[src/rtl/fft_pkg.sv]
// rtl/fft_pkg.sv - FFT sequencer state encoding and butterfly address helper
package fft_pkg;

  typedef enum logic [2:0] {
    ST_IDLE,
    ST_READ,
    ST_CALC,
    ST_WRITE,
    ST_DONE
  } fft_state_t;

  typedef struct packed {
    logic [31:0] top;
    logic [31:0] bot;
    logic [31:0] tw;
  } fft_addr_t;

  // Radix-2 DIT indices for butterfly j of stage s in an N = 2**log2n transform.
  function automatic fft_addr_t fft_addr(input int unsigned s, input int unsigned j,
                                         input int unsigned log2n);
    int unsigned half;
    int unsigned k;
    half = 32'd1 << s;
    k = j & (half - 32'd1);
    fft_addr.top = ((j >> s) << (s + 32'd1)) + k;
    fft_addr.bot = fft_addr.top + half;
    fft_addr.tw  = k << (log2n - 32'd1 - s);
  endfunction

endpackage

[src/rtl/fft_addr_gen.sv]
// rtl/fft_addr_gen.sv - combinational top/bottom/twiddle address generator
module fft_addr_gen
  import fft_pkg::*;
#(
  parameter int LOG2N = 9,
  parameter int SW    = $clog2(LOG2N)
) (
  input  logic [SW-1:0]    s,
  input  logic [LOG2N-2:0] j,
  output logic [LOG2N-1:0] top,
  output logic [LOG2N-1:0] bot,
  output logic [LOG2N-2:0] tw
);

  fft_addr_t a;
  logic      unused_bits;

  always_comb begin
    a = fft_addr(32'(s), 32'(j), LOG2N);
  end

  assign top = a.top[LOG2N-1:0];
  assign bot = a.bot[LOG2N-1:0];
  assign tw  = a.tw[LOG2N-2:0];

  // Upper bits are always zero for legal (s, j); folded here only to keep them referenced.
  assign unused_bits = ^{a.top[31:LOG2N], a.bot[31:LOG2N], a.tw[31:LOG2N-1]};

endmodule

[src/rtl/fft_sequencer.sv]
// rtl/fft_sequencer.sv - in-place radix-2 DIT FFT sequencer driving RAM, ROM and external butterfly
module fft_sequencer
  import fft_pkg::*;
#(
  parameter int WIDTH = 36,
  parameter int LOG2N = 9
) (
  input  logic                      clk,
  input  logic                      rst_n,
  input  logic                      start,
  output logic                      busy,
  output logic                      done,
  output logic [LOG2N-1:0]          rd_addr_a,
  output logic [LOG2N-1:0]          rd_addr_b,
  input  logic [WIDTH-1:0]          rd_data_a,
  input  logic [WIDTH-1:0]          rd_data_b,
  output logic [LOG2N-2:0]          tw_addr,
  input  logic [WIDTH-1:0]          tw_data,
  output logic [WIDTH-1:0]          bf_a,
  output logic [WIDTH-1:0]          bf_b,
  output logic [WIDTH-1:0]          bf_w,
  input  logic [WIDTH-1:0]          bf_sum,
  input  logic [WIDTH-1:0]          bf_diff,
  output logic                      wr_en,
  output logic [LOG2N-1:0]          wr_addr_a,
  output logic [LOG2N-1:0]          wr_addr_b,
  output logic [WIDTH-1:0]          wr_data_a,
  output logic [WIDTH-1:0]          wr_data_b,
  output logic [$clog2(LOG2N)-1:0]  stage
);

  localparam int              SW     = $clog2(LOG2N);
  localparam logic [SW-1:0]    S_LAST = SW'(LOG2N - 1);
  localparam logic [LOG2N-2:0] J_LAST = '1;

  fft_state_t       state;
  logic [SW-1:0]    s;
  logic [LOG2N-2:0] j;
  logic [LOG2N-1:0] top;
  logic [LOG2N-1:0] bot;
  logic [LOG2N-2:0] tw;

  fft_addr_gen #(
    .LOG2N (LOG2N),
    .SW    (SW)
  ) u_addr_gen (
    .s   (s),
    .j   (j),
    .top (top),
    .bot (bot),
    .tw  (tw)
  );

  // Memory and butterfly operands are gated by state so idle/reset presents all zeros.
  assign rd_addr_a = (state == ST_READ) ? top : '0;
  assign rd_addr_b = (state == ST_READ) ? bot : '0;
  assign tw_addr   = (state == ST_READ) ? tw  : '0;
  assign bf_a      = (state == ST_CALC) ? rd_data_a : '0;
  assign bf_b      = (state == ST_CALC) ? rd_data_b : '0;
  assign bf_w      = (state == ST_CALC) ? tw_data   : '0;
  assign stage     = s;

  always_ff @(posedge clk or negedge rst_n) begin
    if (!rst_n) begin
      state     <= ST_IDLE;
      s         <= '0;
      j         <= '0;
      busy      <= 1'b0;
      done      <= 1'b0;
      wr_en     <= 1'b0;
      wr_addr_a <= '0;
      wr_addr_b <= '0;
      wr_data_a <= '0;
      wr_data_b <= '0;
    end else begin
      done      <= 1'b0;
      wr_en     <= 1'b0;
      wr_addr_a <= '0;
      wr_addr_b <= '0;
      wr_data_a <= '0;
      wr_data_b <= '0;
      case (state)
        ST_IDLE: begin
          if (start) begin
            state <= ST_READ;
            busy  <= 1'b1;
          end
        end
        ST_READ: state <= ST_CALC;
        ST_CALC: begin
          // Butterfly results are captured straight into the write-port registers.
          state     <= ST_WRITE;
          wr_en     <= 1'b1;
          wr_addr_a <= top;
          wr_addr_b <= bot;
          wr_data_a <= bf_sum;
          wr_data_b <= bf_diff;
        end
        ST_WRITE: begin
          if (j == J_LAST && s == S_LAST) begin
            state <= ST_DONE;
            busy  <= 1'b0;
            done  <= 1'b1;
            s     <= '0;
            j     <= '0;
          end else begin
            state <= ST_READ;
            if (j == J_LAST) begin
              j <= '0;
              s <= s + 1'b1;
            end else begin
              j <= j + 1'b1;
            end
          end
        end
        ST_DONE: state <= ST_IDLE;
        default: begin
          state <= ST_IDLE;
          busy  <= 1'b0;
        end
      endcase
    end
  end

endmodule

[config.mk]
export PLATFORM = sky130hd
export DESIGN_NAME = fft_sequencer
export DESIGN_NICKNAME = d
export VERILOG_FILES = /design/src/rtl/fft_pkg.sv /design/src/rtl/fft_addr_gen.sv /design/src/rtl/fft_sequencer.sv
export SDC_FILE = /design/constraint.sdc
export NUM_CORES = 1
export LEC_CHECK = 0
export BUFFER_PORTS_ARGS = -buffer_cell sky130_fd_sc_hd__buf_2
export CAP_MARGIN = 10
export CORE_AREA = 2 2 162 164
export CTS_BUF_LIST = sky130_fd_sc_hd__clkbuf_8
export DETAILED_ROUTE_END_ITERATION = 7
export DIE_AREA = 0 0 164 166
export GPL_ROUTABILITY_DRIVEN = 0
export HOLD_SLACK_MARGIN = 0.03
export SETUP_SLACK_MARGIN = 0.02
export SLEW_MARGIN = 5
export SYNTH_ARGS = -nofsm -noshare
export SYNTH_HDL_FRONTEND = slang
export SYNTH_SLANG_ARGS = --single-unit
export TNS_END_PERCENT = 50
[constraint.sdc]
create_clock -name clk -period 7.4 [get_ports clk]
set_input_delay 0.74 -clock clk [delete_from_list [all_inputs] [get_ports clk]]
set_output_delay 0.74 -clock clk [all_outputs]
set_load 0.02 [all_outputs]
# ---- Word level (Yosys, flattened, before mapping)
# Cells that the tools add are included.
dict set report op_classes {
  muxes 23
  n_reduce_logical 6
  eq_ne 8
  n_addsub 7
  shifts 4
  bitwise_logic 2
}
# operator count
set ops {}
lappend ops {{2-to-1 mux 36 bit} 5}
lappend ops {{2-to-1 mux 9 bit} 4}
lappend ops {{AND 8 x 32 -> 32 bit} 1}
lappend ops {{<< shifter 1 x 4 -> 32 bit (first input constant)} 1}
lappend ops {{<< shifter 32 x 32 -> 8 bit} 1}
lappend ops {{<< shifter 32 x 32 -> 9 bit} 1}
lappend ops {{>> shifter 8 x 4 -> 32 bit} 1}
lappend ops {{subtractor 32 x 1 -> 32 bit (second input constant)} 1}
lappend ops {{2-to-1 mux 8 bit} 3}
lappend ops {{adder 9 bit} 2}
lappend ops {{one-hot mux 3 bit (4 select lines)} 1}
lappend ops {{adder 8 x 1 -> 8 bit (second input constant)} 1}
lappend ops {{== test 8 bit (second input constant)} 1}
lappend ops {{2-to-1 mux 4 bit} 2}
lappend ops {{== test 3 x 2 -> 1 bit (second input constant)} 2}
lappend ops {{2-to-1 mux 3 bit} 2}
lappend ops {{adder 4 x 1 -> 5 bit (second input constant)} 1}
lappend ops {{2-to-1 mux 1 bit} 5}
lappend ops {{subtractor 4 x 4 -> 5 bit (first input constant)} 1}
lappend ops {{adder 4 x 1 -> 4 bit (second input constant)} 1}
lappend ops {{== test 4 bit (second input constant)} 1}
lappend ops {{inequality test 2 bit (second input constant)} 2}
lappend ops {{== test 3 x 1 -> 1 bit (second input constant)} 1}
lappend ops {{== test 3 bit (second input constant)} 1}
lappend ops {{8 further kinds} 8}
dict set report word_totals {
  reg_bits 108
  word_cells 60
}

# ---- Longest topological paths before layout
dict set report logic_depth {
  word_depth 6
  ltp_mapped 24
  ltp_nobuf 22
}

# ---- Modules after synthesis
# From an unflattened synthesis, not the netlist that was laid out.
dict set report hier_totals {
  cells_unflattened 725
  area_unflattened_um2 6720.2
}
# module cells_each seq_area_each_um2 area_each_um2 n_inst
set modules_own_cells {}
lappend modules_own_cells {fft_sequencer 447 2702.6 4728.3 1}
lappend modules_own_cells {fft_addr_gen 278 0.0 1991.9 1}

# ---- Least setup slack after synthesis
# OpenSTA, ideal clock, no wires.
dict set report synth_path {
  path_type {register to output}
  from {register s[0] (netlist: stage[0])}
  to {output rd_addr_b[8]}
  slack_ps 1585
  path_stages_with_launch 23
  arrival_time_ps 5075
  path_cell_list {dfrtp_1 -> buf_6 -> buf_2 -> inv_2 -> ha_1 -> clkbuf_1 -> buf_1 -> clkbuf_1 -> nor2_1 -> a22oi_1 -> nor2_1 -> ha_1 -> a21oi_1 -> nor2b_1 -> o21a_1 -> o41ai_1 -> xor2_1 -> inv_1 -> ha_1 -> o41a_1 -> xnor2_1 -> nand2_1 -> mux2i_1}
}
dict set report synth_via {
  elab_chain_cells 6
}
# element line
set synth_lines {}
lappend synth_lines {{start: declaration} fft_sequencer.sv:37} ;# logic [SW-1:0] s;
lappend synth_lines {{start signal: assignment} fft_sequencer.sv:110} ;# s <= s + 1'b1;
lappend synth_lines {{<< shifter 1 x 4 -> 32 bit} fft_pkg.sv:23} ;# half = 32'd1 << s;
lappend synth_lines {{subtractor 32 x 1 -> 32 bit} fft_pkg.sv:24} ;# k = j & (half - 32'd1);
lappend synth_lines {{AND 8 x 32 -> 32 bit} fft_pkg.sv:24}
lappend synth_lines {{adder 9 bit} fft_pkg.sv:25} ;# fft_addr.top = ((j >> s) << (s + 32'd1)) + k;
lappend synth_lines {{adder 9 bit (*)} fft_pkg.sv:26} ;# fft_addr.bot = fft_addr.top + half;
lappend synth_lines {{2-to-1 mux 9 bit (*)} fft_sequencer.sv:56} ;# assign rd_addr_b = (state == ST_READ) ? bot : '0;
lappend synth_lines {{end: declaration} fft_sequencer.sv:14} ;# output logic [LOG2N-1:0] rd_addr_b,
# Mark *: on every way between the ends. The rest lies on a longest branch, timed or not.

# ---- Worst setup path after layout
dict set report layout_path {
  from {register s[1] (netlist: stage[1])}
  to {output rd_addr_b[8]}
}
# The elaborated chain is that of the path after synthesis.

==> results.toml <==
[floorplanning]
die_area_um2 = 27220
io-pin-count = 414
core_um2 = 25620
fp.dieW_um = 164
die_h_um = 166
num_rows = 59
initial_core_util_pct = 25.29

[synthesis]
syn_area_um2 = 6477
synth_cell_type_count = 68
synth_ff_type = "dfrtp_1"
synthMuxAreaShare_pct = 4.250
yosysWarnings = 0
synthCells = 700
synth_xor_area_share_pct = 3.110
avgSynthCellArea_um2 = 9.254
synth-simple-area-share_pct = 31.45
ys_seq_area_share_pct = 41.72
ys_seq_elements = 108
synth_edf_count = 0
synth_compound_area_share_pct = 9.214
synthArstFlopShare_pct = 100.0
synth_fp_nets = 912
synth_adder_area_share_pct = 5.833
synth_top_family_by_area = "simple AND/OR/NAND/NOR gates"

[setup_path]
startpoint_type = "flop"
critPathKind = "flop to primary output"
cp-end-kind = "primary output"
cp_data_required_time_ns = 6.66
cp_num_buf_inv = 3
max_stage_delay_ns = 0.92
crit_family = "adder cells"
worst_path_max_delay_cell = "ha_1"
crit_path_frequent_cell = "ha_1"
worstPathArrival_ns = 6.03
critical_path.max_fanout = 27
path_cells = "inv_1 > ha_1 > mux2_2 > a22oi_1 > nor2_1 > ha_1 > a21oi_1 > nor2b_1 > o21a_1 > o41ai_1 > xor2_1 > inv_1 > ha_1 > o21ai_0 > nand2b_1 > o41a_1 > xor2_1 > nand2_1 > mux2i_1 > buf_2"

[sta]
finalSetupViolCount = 0
rsz0062_at_grt = "false"
setup_ws_ns = 0.6315
slew_headroom_pct = 36.31
hold_violations = 0
fin_skew_ns = 0.01826
slew_violations = 0
hold-worst-slack_ns = 0.2823
fin_crit_ns = 6.769
fin_setup_tns_ns = 0
fmax_ghz = 0.1477
fin_crit_sh_pct = 91.47
tightest_slew_ns = 0.9532

[flow_run]
cap_violations = 0

[global_routing]
antenna_found_initial = 7
grt_use_total_pct = 17.96
grt_max_degree = 104
top_usage_layer = "met2"
grt_pass1_vias = 6307
grt_util_met3_pct = 6.369
use_met1_pct = 24.14
met2_usage_pct = 28.19
grt_remaining_overflow = 0
grt_first_pass_wirelength_um = 37200

[cts]
cts_tree = "built"
clkTransAtPathRegs_ns = 0.13
htreeDepth = 3
cts_resized = 0
clkSinkCount = 108
cts_setup_buffers = 0
clockBufferDepth = 2
clk_latency_ns = 0.40
cts_buffers = 9
cts_hold_buffers = 0
root_buffer = "clkbuf_8"

[route]
final_antenna_net_count = 0
dr_total_vias = 6415
viasPerCell = 4.502
wl_per_cell_um = 17.67
dr.pass1.iters = 5
drc = 0
drt_iter0_markers = 412
routed_wl_um = 25180

[power]
p_sw_mw = 0.3471
peakVddDrop_mv = 0.07853
pwr-share-seq_pct = 51.3
power_density_nw_per_um2 = 128.1
pwr-share-clk_pct = 34.0
internal-power_mw = 0.8082
cellLeakagePower_nw = 5.030
comb_power_share_pct = 14.7
switching_share_pct = 30.05

[placed_design]
pre_cts_ws_ns = 1.152
place_inst = 1408
io_buffers = 413
dp_hpwl_um = 20160

[cells_and_area]
layoutNonFillerInstCount = 1425
fin_nets = 1296
area.growth.synth_to_final_pct = 39.23
layout_commonest_cell = "buf_2"
drive_gt1_share_pct = 41.87
layout_common_cells = "412 x buf_2, 190 x and2_1, 108 x dfrtp_1"

[worst_hold_path]
hold_class = "primary input to asynchronous set/reset pin"

[run_status]
outcome = "finished, final reports clean"
flip-flops by register name, indices dropped and copies added, names as in the netlist:
register	cells
stage	4
wr_addr_a	9
j	8
done	1
wr_data_b	36
wr_data_a	36
busy	1
state	3
wr_addr_b	9
wr_en	1
Yosys cell counts (2+ instances only):
cell      number  area [um^2]
mux2_2         5        56.30
ha_1          27        337.8
buf_6          3        33.78
nand2_1       23        86.33
xnor2_1        9        78.83
or3_1          6        37.54
nand3_1       15        75.07
and3_1         5        31.28
nor2b_1       13        81.33
dfrtp_1      108         2703
a22oi_1        4        30.03
o41a_1         2        22.52
nor4b_1        2        17.52
buf_2          7        35.03
fa_1           2        40.04
nor3_1        18        90.09
nand2b_1       8        50.05
o22a_1         2        17.52
buf_1          2        7.510
nor3b_1        2        15.01
a31oi_1        5        31.28
nand4b_1       2        17.52
o21ai_0       20        100.1
nor2_1        70        262.8
nand3b_1       2        15.01
inv_1         19        71.32
o31ai_1        4        30.03
o22ai_1        4        25.02
a21o_1         7        52.55
o21a_1         2        15.01
and2_1       190         1189
xor2_1        14        122.6
mux2i_1       14        140.1
a21oi_1       16        80.08
clkbuf_1      33        123.9
mux4_2         3        67.56
power groups by stage:
stage / Combinational (mW) / Sequential [mW] / Clock, mW
6_report: 0.170 / 0.592 / 0.393
5_1_grt: 0.184 / 0.593 / 0.441
4_1_cts: 0.173 / 0.593 / 0.417
3_5_place_dp: 0.172 / 0.604 / 0
3_3_place_gp: 0.172 / 0.604 / 0
2_1_floorplan: 0.0746 / 0.604 / 0
area by class of cell:
cell class,count,area (um^2)
Sequential cell,108,2703
Clock inverter,7,86.33
Antenna cell,1,2.502
Inverter,21,81.33
Multi-Input combinational cell,525,3488
Tap cell,335,419.2
Fill cell,2693,16600
Clock buffer,9,123.9
Timing Repair Buffer,419,2115
worst paths after layout:
kind                             start             to  slack, ns  depth (start not counted)
min reg2reg                   state[2]       state[0]       0.54                          1
max                           stage[1]   rd_addr_b[8]       0.63                         20
max in group asynchronous        rst_n   wr_data_b[6]       5.80                          2
min in group clk           bf_diff[16]  wr_data_b[16]       0.54                          2
max reg2reg                   stage[1]   wr_addr_b[8]       1.91                         19
min                              rst_n  wr_data_b[21]       0.28                          1
stage by stage:
| stage | total power, mW | cell area, um^2 | utilization (%) |
|---|---|---|---|
| floorplan | 0.6786 | 6477 | - |
| CTS | 1.182 | 9016 | 35.20 |
| finish | 1.155 | 9019 | 35.21 |
| global placement | 0.7757 | 8806 | 34.38 |
| global route | 1.218 | 9016 | 35.20 |
| detailed placement | 0.7759 | 8806 | 34.38 |
per-layer routing:
layer	part of all wire, %	wire [um]
met1	45	11380
met2	44	11030
met3	9.8	2476
met4	0.89	224
met5	0.27	67
cells by family after synthesis:
logic type,Yosys count
AOI/OAI and AO/OA,85
xor gates and xnor gates,23
adders and majority gates,29
buffers and inverters,67
DFF,108
muxes,23
and+or+nand+nor,365
Power figures use the tool's default switching activity.
